### src/rtl/lights_out_pkg.sv
// Shared definitions for the Lights Out board: grid geometry, FSM state
// encoding and the row/column to bit-index mapping used by the board vector.
package lights_out_pkg;

    localparam int ROW_BITS = 3;
    localparam int COL_BITS = 3;
    localparam int ROWS     = 1 << ROW_BITS;
    localparam int COLS     = 1 << COL_BITS;
    localparam int CELLS    = ROWS * COLS;
    localparam int POS_W    = ROW_BITS + COL_BITS;

    typedef enum logic [1:0] {
        S_PLAY  = 2'd0,
        S_APPLY = 2'd1,
        S_CHECK = 2'd2,
        S_WON   = 2'd3
    } state_t;

    // Board bit index of cell (row, col); rows are stored as contiguous bytes.
    function automatic int cell_idx(input int row, input int col);
        return row * COLS + col;
    endfunction

endpackage

### src/rtl/lights_out_mask.sv
// Toggle mask generator.
// Ports:
//   pos  in  POS_W  cursor cell; row = upper ROW_BITS, col = lower COL_BITS
//   mask out CELLS  1 for the cursor cell and its in-grid orthogonal neighbours
// Neighbours that would fall off the grid are omitted (no wrap-around).
module lights_out_mask
    import lights_out_pkg::*;
(
    input  logic [POS_W-1:0] pos,
    output logic [CELLS-1:0] mask
);

    int row_s;
    int col_s;

    assign row_s = 32'(pos[POS_W-1:COL_BITS]);
    assign col_s = 32'(pos[COL_BITS-1:0]);

    // Each bit asks "am I the cursor or a neighbour that exists on the grid?"
    always_comb begin
        mask = {CELLS{1'b0}};
        for (int i = 0; i < CELLS; i++) begin
            mask[i] = (i == cell_idx(row_s, col_s))
                   || ((row_s > 32'sd0)        && (i == cell_idx(row_s - 32'sd1, col_s)))
                   || ((row_s < ROWS - 32'sd1) && (i == cell_idx(row_s + 32'sd1, col_s)))
                   || ((col_s > 32'sd0)        && (i == cell_idx(row_s, col_s - 32'sd1)))
                   || ((col_s < COLS - 32'sd1) && (i == cell_idx(row_s, col_s + 32'sd1)));
        end
    end

endmodule

### src/rtl/lights_out_board.sv
// Lights Out game board: 8x8 light state, move counter and solved flag,
// driven by the cursor Position and Toggle button.
// Ports:
//   clk, reset  rising-edge clock, synchronous active-high reset
//   Position    cursor cell (row = upper bits, col = lower bits)
//   Toggle      level button; one move per rising edge
//   Load        one-cycle strobe loading Pattern as a new puzzle
//   Pattern     puzzle to load, bit index = row*8+col
//   Board       current lights, 1 = on
//   Moves       accepted moves since last Load/reset, saturating
//   Won         board solved, held until Load/reset
//   Busy        FSM is not idle in S_PLAY
module lights_out_board #(
    parameter int ROW_BITS = lights_out_pkg::ROW_BITS,
    parameter int COL_BITS = lights_out_pkg::COL_BITS,
    parameter int MOVE_W   = 10,
    parameter logic [lights_out_pkg::CELLS-1:0] INIT_PATTERN = 64'h0000_0018_1800_0000
) (
    input  logic                              clk,
    input  logic                              reset,
    input  logic [ROW_BITS+COL_BITS-1:0]      Position,
    input  logic                              Toggle,
    input  logic                              Load,
    input  logic [lights_out_pkg::CELLS-1:0]  Pattern,
    output logic [lights_out_pkg::CELLS-1:0]  Board,
    output logic [MOVE_W-1:0]                 Moves,
    output logic                              Won,
    output logic                              Busy
);

    import lights_out_pkg::*;

    state_t                         state_r;
    state_t                         state_nx_s;
    logic                           toggle_q_r;
    logic                           toggle_edge_s;
    logic                           accept_s;
    logic [ROW_BITS+COL_BITS-1:0]   pos_q_r;
    logic [CELLS-1:0]               mask_s;
    logic [CELLS-1:0]               board_r;
    logic [MOVE_W-1:0]              moves_r;
    logic                           won_r;
    logic                           busy_r;

    assign toggle_edge_s = Toggle & ~toggle_q_r;

    lights_out_mask u_mask (
        .pos  (pos_q_r),
        .mask (mask_s)
    );

    // Next-state logic and move acceptance.
    // S_CHECK can take a fresh edge directly so a press two edges after the
    // previous one is not lost; the solved check has priority over it.
    always_comb begin
        state_nx_s = state_r;
        accept_s   = 1'b0;
        if (Load) begin
            state_nx_s = S_PLAY;
        end else begin
            case (state_r)
                S_PLAY: begin
                    if (toggle_edge_s) begin
                        state_nx_s = S_APPLY;
                        accept_s   = 1'b1;
                    end else begin
                        state_nx_s = S_PLAY;
                    end
                end
                S_APPLY: state_nx_s = S_CHECK;
                S_CHECK: begin
                    if (board_r == {CELLS{1'b0}}) begin
                        state_nx_s = S_WON;
                    end else if (toggle_edge_s) begin
                        state_nx_s = S_APPLY;
                        accept_s   = 1'b1;
                    end else begin
                        state_nx_s = S_PLAY;
                    end
                end
                S_WON:   state_nx_s = S_WON;
                default: state_nx_s = S_PLAY;
            endcase
        end
    end

    // Toggle history for rising-edge detection.
    always_ff @(posedge clk) begin
        if (reset) toggle_q_r <= 1'b0;
        else       toggle_q_r <= Toggle;
    end

    // State register; Busy is registered from the next state so it tracks state_r.
    always_ff @(posedge clk) begin
        if (reset) begin
            state_r <= S_PLAY;
            busy_r  <= 1'b0;
        end else begin
            state_r <= state_nx_s;
            busy_r  <= (state_nx_s != S_PLAY);
        end
    end

    // Cursor capture on an accepted edge only.
    always_ff @(posedge clk) begin
        if (reset)         pos_q_r <= {(ROW_BITS+COL_BITS){1'b0}};
        else if (accept_s) pos_q_r <= Position;
    end

    // Board, move counter and solved flag; Load discards any in-flight move.
    always_ff @(posedge clk) begin
        if (reset) begin
            board_r <= INIT_PATTERN;
            moves_r <= {MOVE_W{1'b0}};
            won_r   <= 1'b0;
        end else if (Load) begin
            board_r <= Pattern;
            moves_r <= {MOVE_W{1'b0}};
            won_r   <= 1'b0;
        end else begin
            if (state_r == S_APPLY) begin
                board_r <= board_r ^ mask_s;
                if (moves_r != {MOVE_W{1'b1}}) moves_r <= moves_r + MOVE_W'(1);
            end
            if ((state_r == S_CHECK) && (board_r == {CELLS{1'b0}})) won_r <= 1'b1;
        end
    end

    assign Board = board_r;
    assign Moves = moves_r;
    assign Won   = won_r;
    assign Busy  = busy_r;

endmodule

### config.mk
export PLATFORM = sky130hd
export DESIGN_NAME = lights_out_board
export DESIGN_NICKNAME = d
export VERILOG_FILES = /design/src/rtl/lights_out_pkg.sv /design/src/rtl/lights_out_mask.sv /design/src/rtl/lights_out_board.sv
export SDC_FILE = /design/constraint.sdc
export NUM_CORES = 1
export LEC_CHECK = 0
export CAP_MARGIN = 20
export CORE_AREA = 2 2 128 130
export CTS_CLUSTER_DIAMETER = 50
export DETAILED_ROUTE_END_ITERATION = 7
export DIE_AREA = 0 0 130 132
export PLACE_DENSITY = 0.71
export SETUP_SLACK_MARGIN = 0.1
export SLEW_MARGIN = 20
export SYNTH_ARGS = -nofsm -noshare
export SYNTH_HDL_FRONTEND = slang
export SYNTH_SLANG_ARGS = --single-unit
### constraint.sdc
create_clock -name clk -period 5.1 [get_ports clk]
set_input_delay 0.765 -clock clk [delete_from_list [all_inputs] [get_ports clk]]
set_output_delay 0.765 -clock clk [all_outputs]
set_load 0.03 [all_outputs]
==> results of run 1 <==
-- registers in the layout (all words and copies together) (netlist names) --
signal and count:
Board 64, pos_q_r 6, Won 1, Moves 10, state_r 2, Busy 1, toggle_q_r 1
-- final cells by class --
type | count | share of cell area
multi-input cells | 695 | 0.5452
flip-flops and latches | 85 | 0.1953
repair buffers | 160 | 0.1795
well taps | 216 | 0.03102
clock buffers | 9 | 0.02585
inverters | 29 | 0.01465
clock inverters | 7 | 0.008473
-- layer usage --
layer / share of wire / vias up
li1: - / 3651
met5: 0 / -
met1: 0.42 / 3798
met2: 0.45 / 445
met4: 0.038 / 0
met3: 0.084 / 77
-- cells in the mapped netlist, drive strengths merged (7+ instances only) --
| library cell | n |
|---|---|
| o21a | 14 |
| nand3 | 54 |
| o221ai | 27 |
| a32oi | 8 |
| xnor2 | 9 |
| nand2 | 48 |
| and4 | 7 |
| nor4 | 29 |
| o21ai | 28 |
| nor2 | 86 |
| o22ai | 17 |
| buf | 30 |
| a21oi | 10 |
| o32ai | 8 |
| ha | 11 |
| dfxtp | 85 |
| inv | 26 |
| clkbuf | 46 |
| a211oi | 15 |
| a221oi | 9 |
| a21o | 19 |
| nor3 | 40 |
| mux2i | 16 |
| or3 | 21 |
| and3 | 17 |
| a31oi | 13 |
| nand2b | 16 |
| nand4 | 19 |
| nor2b | 12 |
| or4b | 8 |
| xor2 | 8 |
| or2 | 7 |
| a22oi | 13 |
| a311oi | 27 |
-- worst max-delay path, cell delays in order (launching register included) --
cell      delay, ps
dfxtp_1         500
or3_4           520
clkinv_4        150
nand2_1         170
inv_1           250
ha_1            420
o21ai_0         160
ha_1            310
or4b_4          520
nor4_4          340
nand2b_1        370
o221ai_2        300
a21boi_1        100
o311a_1         340
-- cell families (layout without fill, tap and decap cells) --
logic type / count (synthesis) / after routing / share of synthesized area
XOR/XNOR: 17 / 17 / 0.02627
AO/OA/AOI/OAI: 263 / 263 / 0.2989
buffers and inverters: 105 / 205 / 0.07341
adder cells (fa/ha/maj): 11 / 11 / 0.01979
flip-flops: 85 / 85 / 0.2447
AND/OR/NAND/NOR: 383 / 383 / 0.3048
multiplexers: 21 / 21 / 0.03220
-- where the power goes --
part / internal (mW) / switching (mW)
combinational: 0.221 / 0.341
sequential: 0.703 / 0.0536
clock: 0.348 / 0.344
-- metrics by stage --
stage	util	cell area, µm²	worst slack (ps)	cells
finish	0.5545	8712	539.1	1201
global route	0.5545	8712	326.0	1201
CTS	0.5545	8712	632.9	1201
detailed placement	0.5354	8413	654.6	1185
global placement	0.5354	8413	720.3	1185
floorplan	-	6954	1466	885
-- final timing paths --
| check | end | depth (start not counted) |
|---|---|---|
| max | Board[40] | 13 |
| min | Won | 1 |
| max reg2reg | Board[40] | 13 |
| min reg2reg | Won | 1 |
==> results.cfg, run 1 <==
[layout]
fin_nets = 1065
num-fill-cells = 1505
diodes = 0
layout_commonest_cell = clkdlybuf4s50_1
layout-drive-gt1-share = 0.08325
seq_area_um2 = 1702
multi_input_area_um2 = 4750
layout_common_cells = clkdlybuf4s50_1, dfxtp_1, nor2_1
area_growth_pct = 25.28

[routing]
finalWirelength_mm = 29.55
first_pass_iters = 7
avgViaCountPerCell = 6.637
drc = 0
drt_iter0_markers = 839
ant_nets = 0
vias = 7971
routedWlPerCell_um = 24.61

[job]
max_cap_viol_count = 0

[sta]
relSlewSlack = 0.3019
drv_slew = 0
clock_skew_ps = 11.63
setup_viol = 0
whs_ps = 490.6
tightestPinTransition_ps = 1043
fmax_mhz = 219.3
rsz0062_at_grt = no
hold_violations = 0
finalSetupTns_ps = 0
period_share = 0.8943
period_needed_ps = 4561

[die]
die-width_um = 130
die_y_um = 132
start_util = 0.4426
io_pins = 150
num_rows = 46
die_area_um2 = 17160
core-area_um2 = 15710

[min_path]
hp-class = reg -> reg
min-delay-start = Won

[critical_path]
path_max_fanout = 20
crit_path_end_kind = register
critPathArrivalTime_ps = 4810
cp_data_required_time_ps = 5340
r2r_start = pos_q_r[0]
worst_setup_path_start_kind = register
crit_type = reg -> reg
ff2ff_setup_slack_ps = 540
critPathLaunch = pos_q_r[0]

[synth]
synth_top_area_share = 0.2447
ys_seq_area_frac = 0.2447
async_reset_ff_frac = 0
syn_area_um2 = 6954
synth_edf_count = 0
syn_avg_cell_area_um2 = 7.858
ys_seq_elements = 85
yosys-top-cells-area = dfxtp_1, nor2_1, nand3_1
synth_top_cell_by_area = dfxtp_1
postSynthCellCount = 885
yosys_warnings = 0
synth_ff_type = dfxtp_1
syn-num-nets = 970
ys_types = 100

[clock_network]
post_cts_buffers = 0
worstSkewPairLatency_ps = 360
cts_buffer_depth = 2
clkSlewWorstSetupHoldPaths_ps = 80
cts_tree = done
ctsHoldBuffers = 0
cts_sinks = 85
numCtsBuffers = 9
ctsResizeCount = 0
htree_levels = 3
clock-root-buffer = clkbuf_16

[grt]
grt.total_usage = 0.3358
antenna_found_initial = 0
use_met3 = 0.05317
grt.met2_usage = 0.5204
grt_util_met1 = 0.4659
gr-total-overflow = 0
grt-busiest-layer = met2
grt_max_degree = 63
grt_pass1_vias = 7331
grt_pass1_wl_mm = 44.22

[placement]
portBuffers = 149
gp_congestion = 1.014
dp_hpwl_mm = 21.84

[pwr]
irDropWorstVdd_mv = 0.1624
power_mw = 2.010
powerDensity_nw_per_um2 = 230.7
leakage_nw = 2.864

[status]
status = complete, no violations
No activity file was read; power rests on OpenSTA's default activity.
==> inputs of run 2 (changes only) <==
- CAP_MARGIN: 20 -> 25
- DONT_BUFFER_PORTS: not set -> 1
- PLACE_DENSITY: 0.71 -> not set
- clock period: 5.1 -> 3.7 ns (I/O delays scaled with it)
==> run 2 against run 1 <==
  * Clock power up 39%
  * Critical path type unchanged
  * Global-route usage up 1.4 points
  * Sequential share of layout area grew 3.5 points
  * Worst hold slack got worse by 200 ps
  * Clock skew fell by 1.1 ps
  * Largest power group unchanged
  * Power grew 30%
  * Critical path depth stayed put
==> results.cfg, run 2 (same netlist as run 1, synthesis figures left out) <==
[routing]
vias = 7618
routedWlPerCell_um = 28.87
drc = 0
avgViaCountPerCell = 7.126
first_pass_iters = 5
finalWirelength_mm = 30.86
ant_nets = 0
drt_iter0_markers = 754

[sta]
rsz0062_at_grt = yes
setup_viol = 0
drv_slew = 0
period_needed_ps = 3535
period_share = 0.9553
finalSetupTns_ps = 0
clock_skew_ps = 10.53
hold_violations = 0
fmax_mhz = 282.9
relSlewSlack = 0.3622
tightestPinTransition_ps = 953.2

[critical_path]
critPathLaunch = pos_q_r[0]
path_max_fanout = 8
cpMaxStageDelayCell = or4b_4
cp_data_required_time_ps = 3970
crit_path_end_kind = register
slowest_delay_ps = 510
critPathArrivalTime_ps = 3810
worst_setup_path_start_kind = register
r2r_start = pos_q_r[0]
crit_type = reg -> reg
path_cells = or3_4 > clkinv_4 > nand2_1 > inv_1 > ha_2 > o21ai_0 > ha_1 > or4b_4 > nor4_4 > nand2_2 > o221ai_1 > nand3_1 > a311oi_1

[grt]
grt_max_degree = 73
gr-total-overflow = 0
grt_pass1_wl_mm = 45.11
grt_pass1_vias = 7030
antenna_found_initial = 1
grt.total_usage = 0.3502

[job]
max_cap_viol_count = 0

[placement]
dp_hpwl_mm = 22.59
portBuffers = 0
gp_congestion = 0.9940
placed_area_um2 = 7054

[clock_network]
clkSlewWorstSetupHoldPaths_ps = 80
cts_sinks = 85
cts_tree = done
cts_buffer_depth = 2
clock-root-buffer = clkbuf_16
numCtsBuffers = 9
worstSkewPairLatency_ps = 370
htree_levels = 3

[min_path]
min-delay-start = reset
hp-class = in -> reg

[die]
num_rows = 46
die_area_um2 = 17160
die-width_um = 130
die_y_um = 132
io_pins = 150
core-area_um2 = 15710
start_util = 0.4426

[pwr]
intPower_mw = 1.619
irDropWorstVdd_mv = 0.2175
combPwrFrac = 0.193
power_frac_clock = 0.369
sw_frac_of_total = 0.3795
powerDensity_nw_per_um2 = 353.1
pwr-share-seq = 0.438
leakage_nw = 2.391
p_sw_uw = 990.6

[layout]
final_area_um2 = 7391
largest_reg_flops = 64
layout_commonest_cell = dfxtp_1
layout-drive-gt1-share = 0.1231
fin_nets = 933
num-fill-cells = 1599
diodes = 0
area_growth_pct = 6.279
layout_common_cells = dfxtp_1, nor2_1, nand3_1

[status]
status = complete, no violations
run 2: cell types whose count changed in the layout (fill, tap and decap cells not counted), sizes merged:
cell and delta:
clkdlybuf4s50 -147, clkinvlp +1, buf +15, clkinv -1
run 2: what timing repair did:
item                                    CTS  global route
endpoints found under the setup margin    0            21
hold buffers                              0             0
gates resized for setup                   0             7
setup buffers                             0             1
run 2: final cells by class:
type / count / area (µm²) / share of cell area
inverters: 29 / 127.6 / 0.01727
clock buffers: 9 / 225.2 / 0.03047
clock inverters: 7 / 75.07 / 0.01016
repair buffers: 28 / 210.2 / 0.02844
well taps: 216 / 270.3 / 0.03657
flip-flops and latches: 85 / 1702 / 0.2302
multi-input cells: 695 / 4781 / 0.6469
run 2: path summary, 6_finish.rpt:
| kind | endpoint | slack [ps] | cells after the start |
|---|---|---|---|
| min reg2reg | Busy | 590 | 2 |
| min | Board[2] | 290 | 1 |
| max | Board[10] | 170 | 13 |
| max reg2reg | Board[10] | 170 | 13 |
run 2: worst max-delay path, delay by kind of cell, from the launching register on:
| family | cells | cell delay, ps |
|---|---|---|
| buf+inv | 2 | 150 |
| compound gates | 3 | 760 |
| flops | 1 | 310 |
| simple gates | 6 | 1730 |
| fa+ha+maj | 2 | 470 |
run 2: power by group through the flow:
| stage | registers, mW | clock network (mW) | logic, mW |
|---|---|---|---|
| 3_3_place_gp | 1.16 | 0 | 0.480 |
| 3_5_place_dp | 1.16 | 0 | 0.484 |
| 5_1_grt | 1.15 | 1.01 | 0.536 |
| 6_report | 1.14 | 0.963 | 0.504 |
| 4_1_cts | 1.14 | 0.963 | 0.487 |
| 2_1_floorplan | 1.13 | 0 | 0.379 |
run 2: stage by stage:
stage / setup WS, ps / utilization / power (mW) / hold slack (ps) / instances
floorplan: 158.3 / - / 1.512 / 535.9 / 885
global placement: 177.8 / 0.4490 / 1.642 / 579.5 / 1052
detailed placement: 151.7 / 0.4490 / 1.648 / 574.7 / 1052
CTS: 126.9 / 0.4681 / 2.591 / 255.0 / 1068
global route: 53.42 / 0.4704 / 2.697 / 272.4 / 1069
finish: 165.4 / 0.4704 / 2.610 / 285.9 / 1069
run 2: per-layer routing:
metal	global-route usage	vias up	share of wire
met3	0.08726	89	0.099
met1	0.4584	3667	0.40
met5	0	-	0
met4	0.1505	0	0.047
met2	0.5445	473	0.45
li1	-	3389	-
